--- config.mk ---
export PLATFORM = sky130hd
export DESIGN_NAME = fifo_word_packer
export DESIGN_NICKNAME = d
export VERILOG_FILES = /design/src/rtl/fifo_word_packer.sv
export SDC_FILE = /design/constraint.sdc
export NUM_CORES = 1
export LEC_CHECK = 0
export CAP_MARGIN = 20
export CORE_UTILIZATION = 52
export DETAILED_ROUTE_END_ITERATION = 8
export PLACE_DENSITY = 0.79
export SYNTH_ARGS = -nofsm -noshare
export SYNTH_HDL_FRONTEND = slang
export SYNTH_SLANG_ARGS = --single-unit
export TNS_END_PERCENT = 50
--- constraint.sdc ---
create_clock -name clk -period 2.27 [get_ports clk]
set_input_delay 0.227 -clock clk [delete_from_list [all_inputs] [get_ports clk]]
set_output_delay 0.227 -clock clk [all_outputs]
set_load 0.05 [all_outputs]
--- src/rtl/fifo_word_packer.sv ---
// fifo_word_packer: pops bytes from a FIFO read port (data one cycle after rd_en)
// and packs PACK_BYTES of them into one output word, first byte in the low lane.
// The output is a single registered slot with valid/ready handshake.
// Optional build macro FIFO_PACK_TIMEOUT_EN: flush a partial word once the
// accumulator has sat idle for TIMEOUT cycles; without it partial words wait.

module fifo_word_packer #(
    parameter int FIFO_WIDTH = 8,
    parameter int PACK_BYTES = 4,
    parameter int TIMEOUT    = 16
) (
    input  logic                             clk,
    input  logic                             rstN,
    input  logic                             empty,
    input  logic [FIFO_WIDTH-1:0]            data_out,
    output logic                             rd_en,
    output logic                             m_valid,
    output logic [FIFO_WIDTH*PACK_BYTES-1:0] m_data,
    output logic [PACK_BYTES-1:0]            m_keep,
    input  logic                             m_ready
);

    localparam int CW = $clog2(PACK_BYTES + 1);
    localparam int LW = $clog2(PACK_BYTES);
    localparam logic [CW:0] FULL = (CW + 1)'(PACK_BYTES);
    localparam logic [CW:0] LAST = (CW + 1)'(PACK_BYTES - 1);

    if (PACK_BYTES < 2 || TIMEOUT < 1) begin : g_bad_params
        $error("fifo_word_packer: PACK_BYTES must be >= 2 and TIMEOUT >= 1");
    end

    logic [PACK_BYTES-1:0][FIFO_WIDTH-1:0] acc;
    logic [CW-1:0]                         cnt;
    logic                                  inflight;

    logic [CW:0]                           cnt_w;
    logic [CW:0]                           occupancy;
    logic                                  out_free;
    logic                                  full_now;
    logic                                  completes;
    logic                                  move_full;
    logic                                  flush;
    logic [LW-1:0]                         lane;
    logic [PACK_BYTES-1:0][FIFO_WIDTH-1:0] word;
    logic [PACK_BYTES-1:0]                 keep;

    assign cnt_w     = {1'b0, cnt};
    // bytes already held plus the one on its way from the FIFO
    assign occupancy = cnt_w + {{CW{1'b0}}, inflight};
    assign out_free  = !m_valid || m_ready;
    assign full_now  = (cnt_w == FULL);
    // the landing byte finishes the word: load it straight into the output
    // register so a full stream never leaves a bubble on rd_en
    assign completes = inflight && (cnt_w == LAST);
    assign move_full = out_free && (full_now || completes);
    assign lane      = LW'(cnt);

    // pop whenever the accumulator has room, counting a word leaving this cycle
    assign rd_en = rstN && !empty &&
                   ((occupancy < FULL) || ((occupancy == FULL) && move_full));

`ifdef FIFO_PACK_TIMEOUT_EN
    localparam int IW = $clog2(TIMEOUT + 1);
    localparam logic [IW-1:0] IDLE_LIMIT = IW'(TIMEOUT - 1);

    logic [IW-1:0] idle_cnt;
    logic          idle;

    assign idle  = (cnt != '0) && !full_now && !inflight && !rd_en;
    // flush on the TIMEOUT-th consecutive idle cycle, once the output slot is free
    assign flush = idle && (idle_cnt == IDLE_LIMIT) && out_free;

    // idle cycle counter; any pop or non-idle cycle restarts it
    always_ff @(posedge clk) begin
        if (!rstN) begin
            idle_cnt <= '0;
        end else if (!idle || flush) begin
            idle_cnt <= '0;
        end else if (idle_cnt != IDLE_LIMIT) begin
            idle_cnt <= idle_cnt + 1'b1;
        end
    end
`else
    assign flush = 1'b0;
`endif

    // next output word: accumulator plus any completing byte, unused lanes zeroed
    always_comb begin
        word = acc;
        keep = '1;
        if (completes) begin
            word[PACK_BYTES-1] = data_out;
        end
        if (flush) begin
            for (int i = 0; i < PACK_BYTES; i++) begin
                keep[i] = (i < int'(cnt));
                if (i >= int'(cnt)) begin
                    word[i] = '0;
                end
            end
        end
    end

    // accumulator, inflight tracking and the output register
    always_ff @(posedge clk) begin
        if (!rstN) begin
            acc      <= '0;
            cnt      <= '0;
            inflight <= 1'b0;
            m_valid  <= 1'b0;
            m_data   <= '0;
            m_keep   <= '0;
        end else begin
            inflight <= rd_en;

            if (move_full || flush) begin
                m_valid <= 1'b1;
                m_data  <= word;
                m_keep  <= keep;
            end else if (m_ready) begin
                m_valid <= 1'b0;
            end

            if (move_full && full_now && inflight) begin
                // held word leaves while a new byte lands: it starts the next word
                acc[0] <= data_out;
                cnt    <= CW'(1);
            end else if (move_full || flush) begin
                cnt <= '0;
            end else if (inflight) begin
                acc[lane] <= data_out;
                cnt       <= cnt + 1'b1;
            end
        end
    end

endmodule
==> key figures, run 1 <==
Global routing
  – Pin count of the biggest net entering global routing: 42
  – Vias in the first global route: approximately 2100
  – Total routing usage reported by global routing: 22.3%
  – Residual overflow from global routing: 0
  – Antenna violations before repair: 0
  – First-pass GRT wire length: 9.96 mm

Logic synthesis
  – Number of flops mapped to enable cells by yosys: 0
  – Number of distinct library cell variants in the gate-level netlist after synthesis: 29
  – Sequential-to-total area share from yosys stat: about half
  – Top cell type's share of synthesized area: 49.3%
  – Post-Syn Instances: 310
  – Syn_nets: 329
  – Cells taking the most area after synthesis: dfxtp_1 (49%), nand2_1 (12%), mux2i_1 (12%)
  – Ys async rst share: 0%
  – Main flop type after synthesis: dfxtp_1
  – Synthesis-stage register bit count: 70
  – Area leader, netlist: dfxtp_1
  – Yosys warns: 0
  – Synthesized area divided by synthesized cell count: about 9.2 um^2
  – Combined area of all synthesized cells: 0.00284 mm^2

Routing
  – Avg Vias per Cell: 5.13
  – Drt initial violations: roughly 120
  – Wire length per cell after detailed routing: 13.5 um
  – DR pass1 iterations: 5
  – Via total after detailed routing: 2205
  – Total detailed-routing wirelength: around 5.8 mm
  – Number of routed nets with antenna violations: 0
  – DRC violation count after routing: 0

Worst setup path
  – Maximum net fanout on the critical path: 11
  – Required time at the worst-slack endpoint: 2.04 ns
  – Critical path start-end classification: reg -> out
  – CP Capture Type: output pin
  – CP arrival: 1.89 ns
  – CP Launch Type: flop

Clock tree
  – CTS tree: done
  – Count of hold buffers inserted by post-cts repair: 0
  – Number of instances resized during post-cts repair: 1
  – Number of buffers inserted by post-CTS setup repair: 0
  – Worst skew pair latency: 0.34 ns
  – Clk slew on worst S/H paths: about 0.070 ns
  – CTS Buf Count: 9
  – H-tree levels: 3
  – Clock tree root driver cell: clkbuf_8
  – Clk buf depth: 2
  – Clock Sink Count: 70

Finish
  – Most frequent cells in the layout: nand2_1 (92), dfxtp_1 (68), clkdlybuf4s50_1 (48), mux2i_1 (33), a21oi_1 (24)
  – Area growth from synthesis to final layout: 28.0%
  – Fillcell total: 402
  – Layout cells sized above 1: between 10% and 20%
  – Net total in the final layout: 374
  – Most common cell after layout, fill and taps aside: nand2_1
  – Number of antenna repair diodes: 0
  – Final non-filler cell area: 0.00364 mm^2

Timing
  – Minimum clock period: 2.12 ns
  – Actual transition at the worst max-transition pin: 0.507 ns
  – Period utilization: 93.3%
  – Number of max-slew violations in the final report: 0
  – Number of hold violations in the final report: 0
  – Final Setup Violations: 0
  – Setup repair after global routing missed its margin: no
  – Clock skew after layout: 0.0108 ns
  – Worst slew margin relative to its limit: 66.1%
  – Highest Clock Rate: about 0.47 GHz
  – Final TNS setup: 0 ns
  – Hold slack final: 0.451 ns

Die
  – Die extent in y: ~76 um
  – Horizontal die dimension: 75.9 um
  – Floorplan die area: 0.00576 mm^2
  – Core Region: 0.00517 mm^2
  – Count of boundary I/O pins: 50
  – Num rows: 26
  – Effective utilization at floorplan: between 50% and 60%

Pwr
  – Total power per unit cell area: 787 mW/mm^2
  – Lkg Pwr: approximately 0.0014 uW
  – Worst-case vdd ir drop: 0.000501 V

Placement
  – Dpl cell area: 0.00338 mm^2
  – Detailed placer's ending HPWL: 3.94 mm
  – Placer congestion estimate: 0.773
  – IO Port Bufs: 49

Status
  – Result of the run: complete, no violations

Hold path
  – Class of the tightest hold or removal check: reg -> reg

Job
  – Total of max-cap violations: 0
## state kept, by name, summed over array words and instances, names as in the netlist
name	count
acc	32
cnt	3
inflight	1
m_data	32
m_keep	1
m_valid	1
## report_power, final
group          leakage (uW)  internal [uW]  switching (uW)
Sequential         0.000567           1260            24.6
Clock              0.000126            758             464
Combinational      0.000697            129             221
## cells in the mapped netlist, types with 2 or more instances
cell	n
a311oi_2	7
xnor2_1	2
and3_1	2
nor4_1	2
mux2i_1	33
buf_4	9
ha_1	7
nand2_1	92
nand3_2	2
nand3_1	9
a21oi_1	25
dfxtp_1	70
nor2_1	21
inv_1	3
buf_6	2
buf_2	5
clkbuf_1	7
## metrics by stage
| stage | cells | utilization (%) | setup slack [ns] | total power [uW] |
|---|---|---|---|---|
| 3_5_place_dp | 414 | 65.3 | 0.240 | 1660 |
| 6_report | 430 | 70.3 | 0.151 | 2860 |
| 2_1_floorplan | 310 | - | 0.240 | 1560 |
| 4_1_cts | 430 | 70.2 | 0.0275 | 2880 |
| 3_3_place_gp | 414 | 65.3 | 0.331 | 1660 |
| 5_1_grt | 430 | 70.3 | 0.0470 | 2980 |
## final cells by class
class,count,area [um^2],share of cell area [%]
repair buffers,58,581,16.0
well taps,70,87.6,2.41
inverters,4,15.0,0.413
clock buffers,10,138,3.79
clock inverters,6,109,2.99
multi-input cells,212,1300,35.8
flip-flops and latches,70,1400,38.6
## worst paths after layout
check	slack [ns]	to	from	cells after the start
worst max-delay path	0.15	rd_en	cnt[1]	7
worst min-delay path	0.45	m_data[23]	acc[23]	2
worst max register to register	0.24	acc[11]	cnt[2]	8
worst min register to register	0.45	m_data[23]	acc[23]	2
## critical path, cell delays in order, from the launching register on
cell and delay, ns:
dfxtp_2 0.37, ha_1 0.20, ha_1 0.22, nand2_4 0.13, a21boi_4 0.17, a21oi_2 0.10, nor4_4 0.19, buf_12 0.18
## layer usage
layer  routed length [um]  up-vias  global-route usage, %
li1                     -     1120                      -
met1                 2790     1018                   29.3
met5                    0        -                      0
met2                 2700       58                   34.0
met4                   80        0                   7.69
met3                  251        9                   7.83
## kinds of logic after synthesis
group / after synthesis / synth area share, %
compound gates: 40 / 11.1
xor+xnor: 2 / 0.617
fa+ha+maj: 7 / 3.08
buf+inv: 28 / 5.64
flops: 70 / 49.3
mux: 33 / 11.6
simple gates: 130 / 18.5
(Power assumes the default switching activity.)
==> run 2, diff against run 1 <==
--- a/config.mk
+++ b/config.mk
@@ -5,7 +5,7 @@
 export SDC_FILE = /design/constraint.sdc
 export NUM_CORES = 1
 export LEC_CHECK = 0
-export CAP_MARGIN = 20
+export CORE_MARGIN = 1.5
 export CORE_UTILIZATION = 52
 export DETAILED_ROUTE_END_ITERATION = 8
 export PLACE_DENSITY = 0.79
==> run 2 against run 1 <==
Effect of this change: cell area decreased by 0.65%; worst hold slack improved by 0.0025 ns; worst setup slack improved by 0.034 ns; clock power decreased by 19%; first-iteration DRC count increased by 19%; routed wire length increased by 2.5%.
==> key figures, run 2 (synthesis results as in run 1) <==
Status
  – Result of the run: complete, no violations

Die
  – Num rows: 26 (unchanged)
  – Core Region: 0.00517 mm^2 (unchanged)
  – Floorplan die area: 0.00591 mm^2 (+2.7%)
  – Effective utilization at floorplan: 54.9% (unchanged)
  – Count of boundary I/O pins: 50 (unchanged)
  – Die extent in y: 76.9 um (+1.3%)
  – Horizontal die dimension: 76.9 um (+1.3%)

Clock tree
  – Clk slew on worst S/H paths: 0.07 ns (about the same)
  – Count of hold buffers inserted by post-cts repair: 0 (unchanged)
  – CTS Buf Count: 9 (unchanged)
  – CTS tree: done
  – Clock tree root driver cell: clkbuf_8
  – Worst skew pair latency: 0.33 ns (about the same)
  – Clk buf depth: 2 (unchanged)
  – Clock Sink Count: 70 (unchanged)
  – H-tree levels: 3 (unchanged)

Routing
  – Via total after detailed routing: 2259 (+2.4%)
  – Wire length per cell after detailed routing: 13.9 um (+2.5%)
  – Number of routed nets with antenna violations: 0 (unchanged)
  – DRC violation count after routing: 0 (unchanged)
  – Drt initial violations: 140 (+19%)
  – Avg Vias per Cell: 5.25 (+2.4%)
  – DR pass1 iterations: 4 (-1)
  – Total detailed-routing wirelength: 5.97 mm (+2.5%)

Global routing
  – First-pass GRT wire length: 9.89 mm (-0.76%)
  – Total routing usage reported by global routing: 21.2% (-1.1 points)
  – Vias in the first global route: 2116 (+2.2%)
  – Antenna violations before repair: 0 (unchanged)
  – Pin count of the biggest net entering global routing: 44 (+4.8%)
  – Residual overflow from global routing: 0 (unchanged)

Finish
  – Number of antenna repair diodes: 0 (unchanged)
  – Post-layout instance count excluding filler cells: 430 (unchanged)
  – Final non-filler cell area: 0.00361 mm^2 (-0.65%)
  – Fraction of the core area covered by cells at the end of the flow: 69.8% (-0.46 points)
  – Net total in the final layout: 374 (unchanged)
  – Most frequent cells in the layout: nand2_1 (92), dfxtp_1 (68), clkdlybuf4s50_1 (48), mux2i_1 (33), a21oi_1 (24)
  – Area growth from synthesis to final layout: 27.2%
  – Largest registers: acc (32), m_data (32), cnt (3)
  – Most common cell after layout, fill and taps aside: nand2_1
  – Layout cells sized above 1: 12.5% (+0.56 points)

Timing
  – Highest Clock Rate: 0.480 GHz (+1.7%)
  – Final TNS setup: 0 ns (unchanged)
  – Number of max-slew violations in the final report: 0 (unchanged)
  – Number of hold violations in the final report: 0 (unchanged)
  – Clock skew after layout: 0.00670 ns (-0.00414 ns)
  – Actual transition at the worst max-transition pin: 0.503 ns (-0.00388 ns)
  – Setup repair after global routing missed its margin: no
  – Final Setup Violations: 0 (unchanged)
  – Period utilization: 91.8% (-1.5 points)
  – Worst slew margin relative to its limit: 66.4% (+0.26 points)
  – Minimum clock period: 2.08 ns (-0.0345 ns)

Worst setup path
  – Critical path start-end classification: reg -> out
  – CP Capture Type: output pin
  – CP arrival: 1.86 ns (-0.03 ns)
  – CP Launch Type: flop
  – Maximum net fanout on the critical path: 5 (-6)
  – Required time at the worst-slack endpoint: 2.04 ns (about the same)

Placement
  – Dpl cell area: 0.00338 mm^2 (about the same)
  – IO Port Bufs: 49 (unchanged)
  – Placed Cells incl. Taps: 412 (-0.48%)
  – Detailed placer's ending HPWL: 3.94 mm (-0.13%)
  – Placer congestion estimate: 0.775 (+0.30%)

Hold path
  – Class of the tightest hold or removal check: reg -> reg

Job
  – Total of max-cap violations: 0 (unchanged)

Pwr
  – Worst-case vdd ir drop: 0.000475 V (-5.2%)
  – Lkg Pwr: 0.00136 uW (-2.3%)
  – Total power per unit cell area: 728 mW/mm^2 (-7.5%)
  – PnR Total Power: 2630 uW (-8.1%)
-- run 2: changes by cell type in the layout (fill, tap and decap cells not counted), sizes merged --
cell and change:
bufinv -2, clkinvlp +2, clkbuf +1, clkinv -1
-- run 2: stage by stage --
stage / hold WS, ns / setup slack [ns]
CTS: 0.456 / 0.0473
global placement: 0.439 / 0.347
detailed placement: 0.446 / 0.267
floorplan: 0.306 / 0.240
global route: 0.474 / 0.105
finish: 0.454 / 0.186
-- run 2: area by class of cell --
cell class | count | area, um^2
repair buffers | 58 | 593
clock buffers | 11 | 141
fillers | 387 | 1560
clock inverters | 5 | 58.8
inverters | 4 | 15.0
multi-input cells | 212 | 1310
well taps | 70 | 87.6
flip-flops and latches | 70 | 1410
-- run 2: metal layers --
layer	vias up	track usage (%)	share of wire (%)
met4	0	11.3	2.4
met5	-	0	0
met2	63	35.4	48
met1	1065	26.2	44
li1	1121	-	-
met3	10	3.33	5.6
-- run 2: worst paths after layout --
path         startpoint         end  slack [ns]  cells after the start
max              cnt[0]       rd_en        0.19                      7
min reg2reg     acc[21]  m_data[21]        0.45                      2
max reg2reg      cnt[2]      acc[8]        0.36                      8
min             acc[21]  m_data[21]        0.45                      2
-- run 2: timing repair --
item                       CTS  global route
buffers inserted             2             0
gates resized for setup      8             1
setup endpoints to repair    1             1
hold endpoints to repair     0             0
pin swaps                    2             1
-- run 2: report_power, final --
part | internal (uW) | switching [uW] | leakage (uW)
Clock | 537 | 448 | 0.0000955
Combinational | 132 | 224 | 0.000696
Sequential | 1260 | 24.8 | 0.000568
-- run 2: worst max-delay path, cell delays in order (launching register included) --
cell,delay (ns)
dfxtp_4,0.38
ha_2,0.19
ha_2,0.21
nand2_4,0.07
a21boi_4,0.18
a21oi_2,0.10
nor4_4,0.21
buf_12,0.18
==> run 3, diff against run 2 <==
--- a/config.mk
+++ b/config.mk
@@ -6,9 +6,9 @@
 export NUM_CORES = 1
 export LEC_CHECK = 0
 export CORE_MARGIN = 1.5
-export CORE_UTILIZATION = 52
+export CORE_UTILIZATION = 56
 export DETAILED_ROUTE_END_ITERATION = 8
-export PLACE_DENSITY = 0.79
+export PLACE_DENSITY = 0.84
 export SYNTH_ARGS = -nofsm -noshare
 export SYNTH_HDL_FRONTEND = slang
 export SYNTH_SLANG_ARGS = --single-unit
==> constraint.sdc (replaced) <==
create_clock -name clk -period 2.5 [get_ports clk]
set_input_delay 0.25 -clock clk [delete_from_list [all_inputs] [get_ports clk]]
set_output_delay 0.25 -clock clk [all_outputs]
set_load 0.05 [all_outputs]
==> run 3 against run 2 <==
Effect of this change: routed wire length up 7.6%; worst setup slack lost 0.096 ns; worst hold slack improved by 0.00062 ns; sequential power shrank 9%; cell count shrank 1.4%; largest power group unchanged; sequential cell count unchanged; largest cell class unchanged.
==> key figures, run 3 (synthesis results as in run 1) <==
Finish
  – Layout cells sized above 1: 11.8% (-0.74 points)
  – Storage cell area: 0.00141 mm^2 (unchanged)
  – Post-layout instance count excluding filler cells: 424 (-1.4%)
  – Most common cell after layout, fill and taps aside: nand2_1
  – Net total in the final layout: 371 (-0.80%)
  – Number of antenna repair diodes: 0 (unchanged)
  – Most frequent cells in the layout: nand2_1 (92), dfxtp_1 (68), clkdlybuf4s50_1 (48), mux2i_1 (33), a21oi_1 (25)
  – Final non-filler cell area: 0.00358 mm^2 (-0.94%)
  – Fillcell total: 362 (-6.5%)
  – Area growth from synthesis to final layout: 26.0%
  – Multi-input combinational cell area: 0.00131 mm^2 (-0.19%)
  – Largest registers: acc (32), m_data (32), cnt (3)

Pwr
  – Net Sw Frac: 28.0% (+1.5 points)
  – PnR Total Power: 2440 uW (-7.3%)
  – Internal: 1750 uW (-9.3%)
  – Worst-case vdd ir drop: 0.000492 V (+3.6%)
  – Net switching power of the design: 683 uW (-1.9%)
  – Lkg Pwr: 0.00134 uW (-1.1%)
  – Register share of total power: 48.0% (-1.0 points)
  – Fraction of power consumed by the clock network: 39.0% (+1.5 points)
  – Total power per unit cell area: 681 mW/mm^2 (-6.4%)
  – Power share of the combinational group: 13.0% (-0.5 points)

Worst setup path
  – Required time at the worst-slack endpoint: 2.25 ns (+0.21 ns)
  – Buf+Inv Stages, Crit Path: 1 (unchanged)
  – Crit path cell chain: ha_2, ha_4, nand2_4, a21boi_4, a21oi_1, nor4_2, bufbuf_16
  – CP Capture Type: output pin
  – Standard cell with the maximum stage delay on the critical path: dfxtp_4
  – CP Launch Type: flop
  – Worst stage delay on the critical path: 0.38 ns (about the same)
  – Maximum net fanout on the critical path: 11 (+6)
  – CP arrival: 2.16 ns (+0.30 ns)
  – Critical path start-end classification: reg -> out
  – Kind of cell adding the most delay to the critical path: simple AND/OR/NAND/NOR gates
  – Setup slack of the worst register-to-register path: 0.57 ns (+0.21 ns)

Timing
  – Number of max-slew violations in the final report: 0 (unchanged)
  – Highest Clock Rate: 0.415 GHz
  – Hold slack final: 0.454 ns (+0.000620 ns)
  – Final Setup Violations: 0 (unchanged)
  – Period utilization: 96.4%
  – Final TNS setup: 0 ns (unchanged)
  – Clock skew after layout: 0.00842 ns (+0.00171 ns)
  – Minimum clock period: 2.41 ns
  – Worst slew margin relative to its limit: 63.8% (-2.5 points)
  – Actual transition at the worst max-transition pin: 0.541 ns (+0.0376 ns)
  – Number of hold violations in the final report: 0 (unchanged)

Routing
  – Number of routed nets with antenna violations: 0 (unchanged)
  – Wire length per cell after detailed routing: 15.1 um (+9.1%)
  – Total detailed-routing wirelength: 6.42 mm (+7.6%)
  – Drt initial violations: 159 (+14%)
  – Via total after detailed routing: 2265 (+0.27%)
  – Avg Vias per Cell: 5.34 (+1.7%)
  – DR pass1 iterations: 4 (unchanged)
  – DRC violation count after routing: 0 (unchanged)

Clock tree
  – Clock Sink Count: 70 (unchanged)
  – Count of hold buffers inserted by post-cts repair: 0 (unchanged)
  – Number of buffers inserted by post-CTS setup repair: 0 (-2)
  – Clk buf depth: 2 (unchanged)
  – CTS tree: done
  – Clock tree root driver cell: clkbuf_8
  – CTS Buf Count: 9 (unchanged)
  – Number of instances resized during post-cts repair: 0 (-8)
  – Worst skew pair latency: 0.35 ns (+0.02 ns)
  – Clk slew on worst S/H paths: 0.08 ns (about the same)
  – H-tree levels: 3 (unchanged)

Placement
  – Dpl cell area: 0.00333 mm^2 (-1.3%)
  – IO Port Bufs: 49 (unchanged)
  – Detailed placer's ending HPWL: 4.06 mm (+3.0%)
  – Placer congestion estimate: 0.803 (+3.6%)
  – Placed Cells incl. Taps: 408 (-0.97%)

Global routing
  – Vias in the first global route: 2079 (-1.7%)
  – Antenna violations before repair: 0 (unchanged)
  – Total routing usage reported by global routing: 24.3% (+3.0 points)
  – Residual overflow from global routing: 0 (unchanged)
  – Pin count of the biggest net entering global routing: 44 (unchanged)
  – First-pass GRT wire length: 9.98 mm (+0.91%)

Die
  – Core Region: 0.00482 mm^2 (-6.9%)
  – Horizontal die dimension: 74.2 um (-3.5%)
  – Num rows: 25 (-3.8%)
  – Die extent in y: 74.2 um (-3.5%)
  – Effective utilization at floorplan: 59.0% (+4.1 points)
  – Floorplan die area: 0.00551 mm^2 (-6.9%)
  – Count of boundary I/O pins: 50 (unchanged)

Hold path
  – Class of the tightest hold or removal check: reg -> reg

Job
  – Total of max-cap violations: 0 (unchanged)

Status
  – Result of the run: complete, no violations
==> run 3: changes by cell type in the layout (fill, tap and decap cells not counted) <==
cell / previous run / this run
a21oi_1: 24 / 25
a21oi_2: 1 / 0
buf_12: 3 / 0
buf_4: 7 / 6
bufbuf_16: 0 / 1
clkbuf_1: 1 / 0
clkinv_2: 1 / 0
clkinvlp_4: 2 / 3
ha_2: 2 / 1
ha_4: 0 / 1
inv_6: 0 / 1
nor4_2: 0 / 1
nor4_4: 1 / 0
==> run 3: power groups by stage <==
| stage | clock (uW) | combinational [uW] | sequential, uW |
|---|---|---|---|
| global placement | 0 | 302 | 1190 |
| global route | 999 | 338 | 1170 |
| CTS | 951 | 310 | 1170 |
| floorplan | 0 | 174 | 1240 |
| detailed placement | 0 | 307 | 1190 |
| finish | 950 | 316 | 1170 |
==> run 3: metal layers <==
metal	track usage [%]	wire length, um
met1	31.0	2890
met2	39.5	3070
met3	6.37	347
met4	9.29	117
met5	0	0
==> run 3: path summary, 6_finish.rpt <==
kind         startpoint         end  depth (start not counted)
min reg2reg     acc[17]  m_data[17]                          2
max              cnt[0]       rd_en                          7
max reg2reg      cnt[2]      acc[8]                          6
min             acc[17]  m_data[17]                          2
==> run 3: final cells by class <==
type,count,area share (%)
tap,67,2.34
sequential,70,39.4
multi-input combinational,212,36.5
timing repair buffer,55,15.6
clock inverter,6,1.96
inverter,4,0.420
clock buffer,10,3.85
==> run 3: tightest hold or removal path, cell delays in order, from the launching register on <==
cell	delay [ns]
dfxtp_1	0.31
nand2_1	0.05
a21oi_1	0.05
==> run 3: metrics by stage <==
| stage | setup WS, ns | util [%] |
|---|---|---|
| floorplan | 0.150 | - |
| global placement | 0.509 | 69.1 |
| detailed placement | 0.401 | 69.1 |
| CTS | 0.0904 | 73.5 |
| global route | -0.0184 | 74.3 |
| finish | 0.0896 | 74.3 |
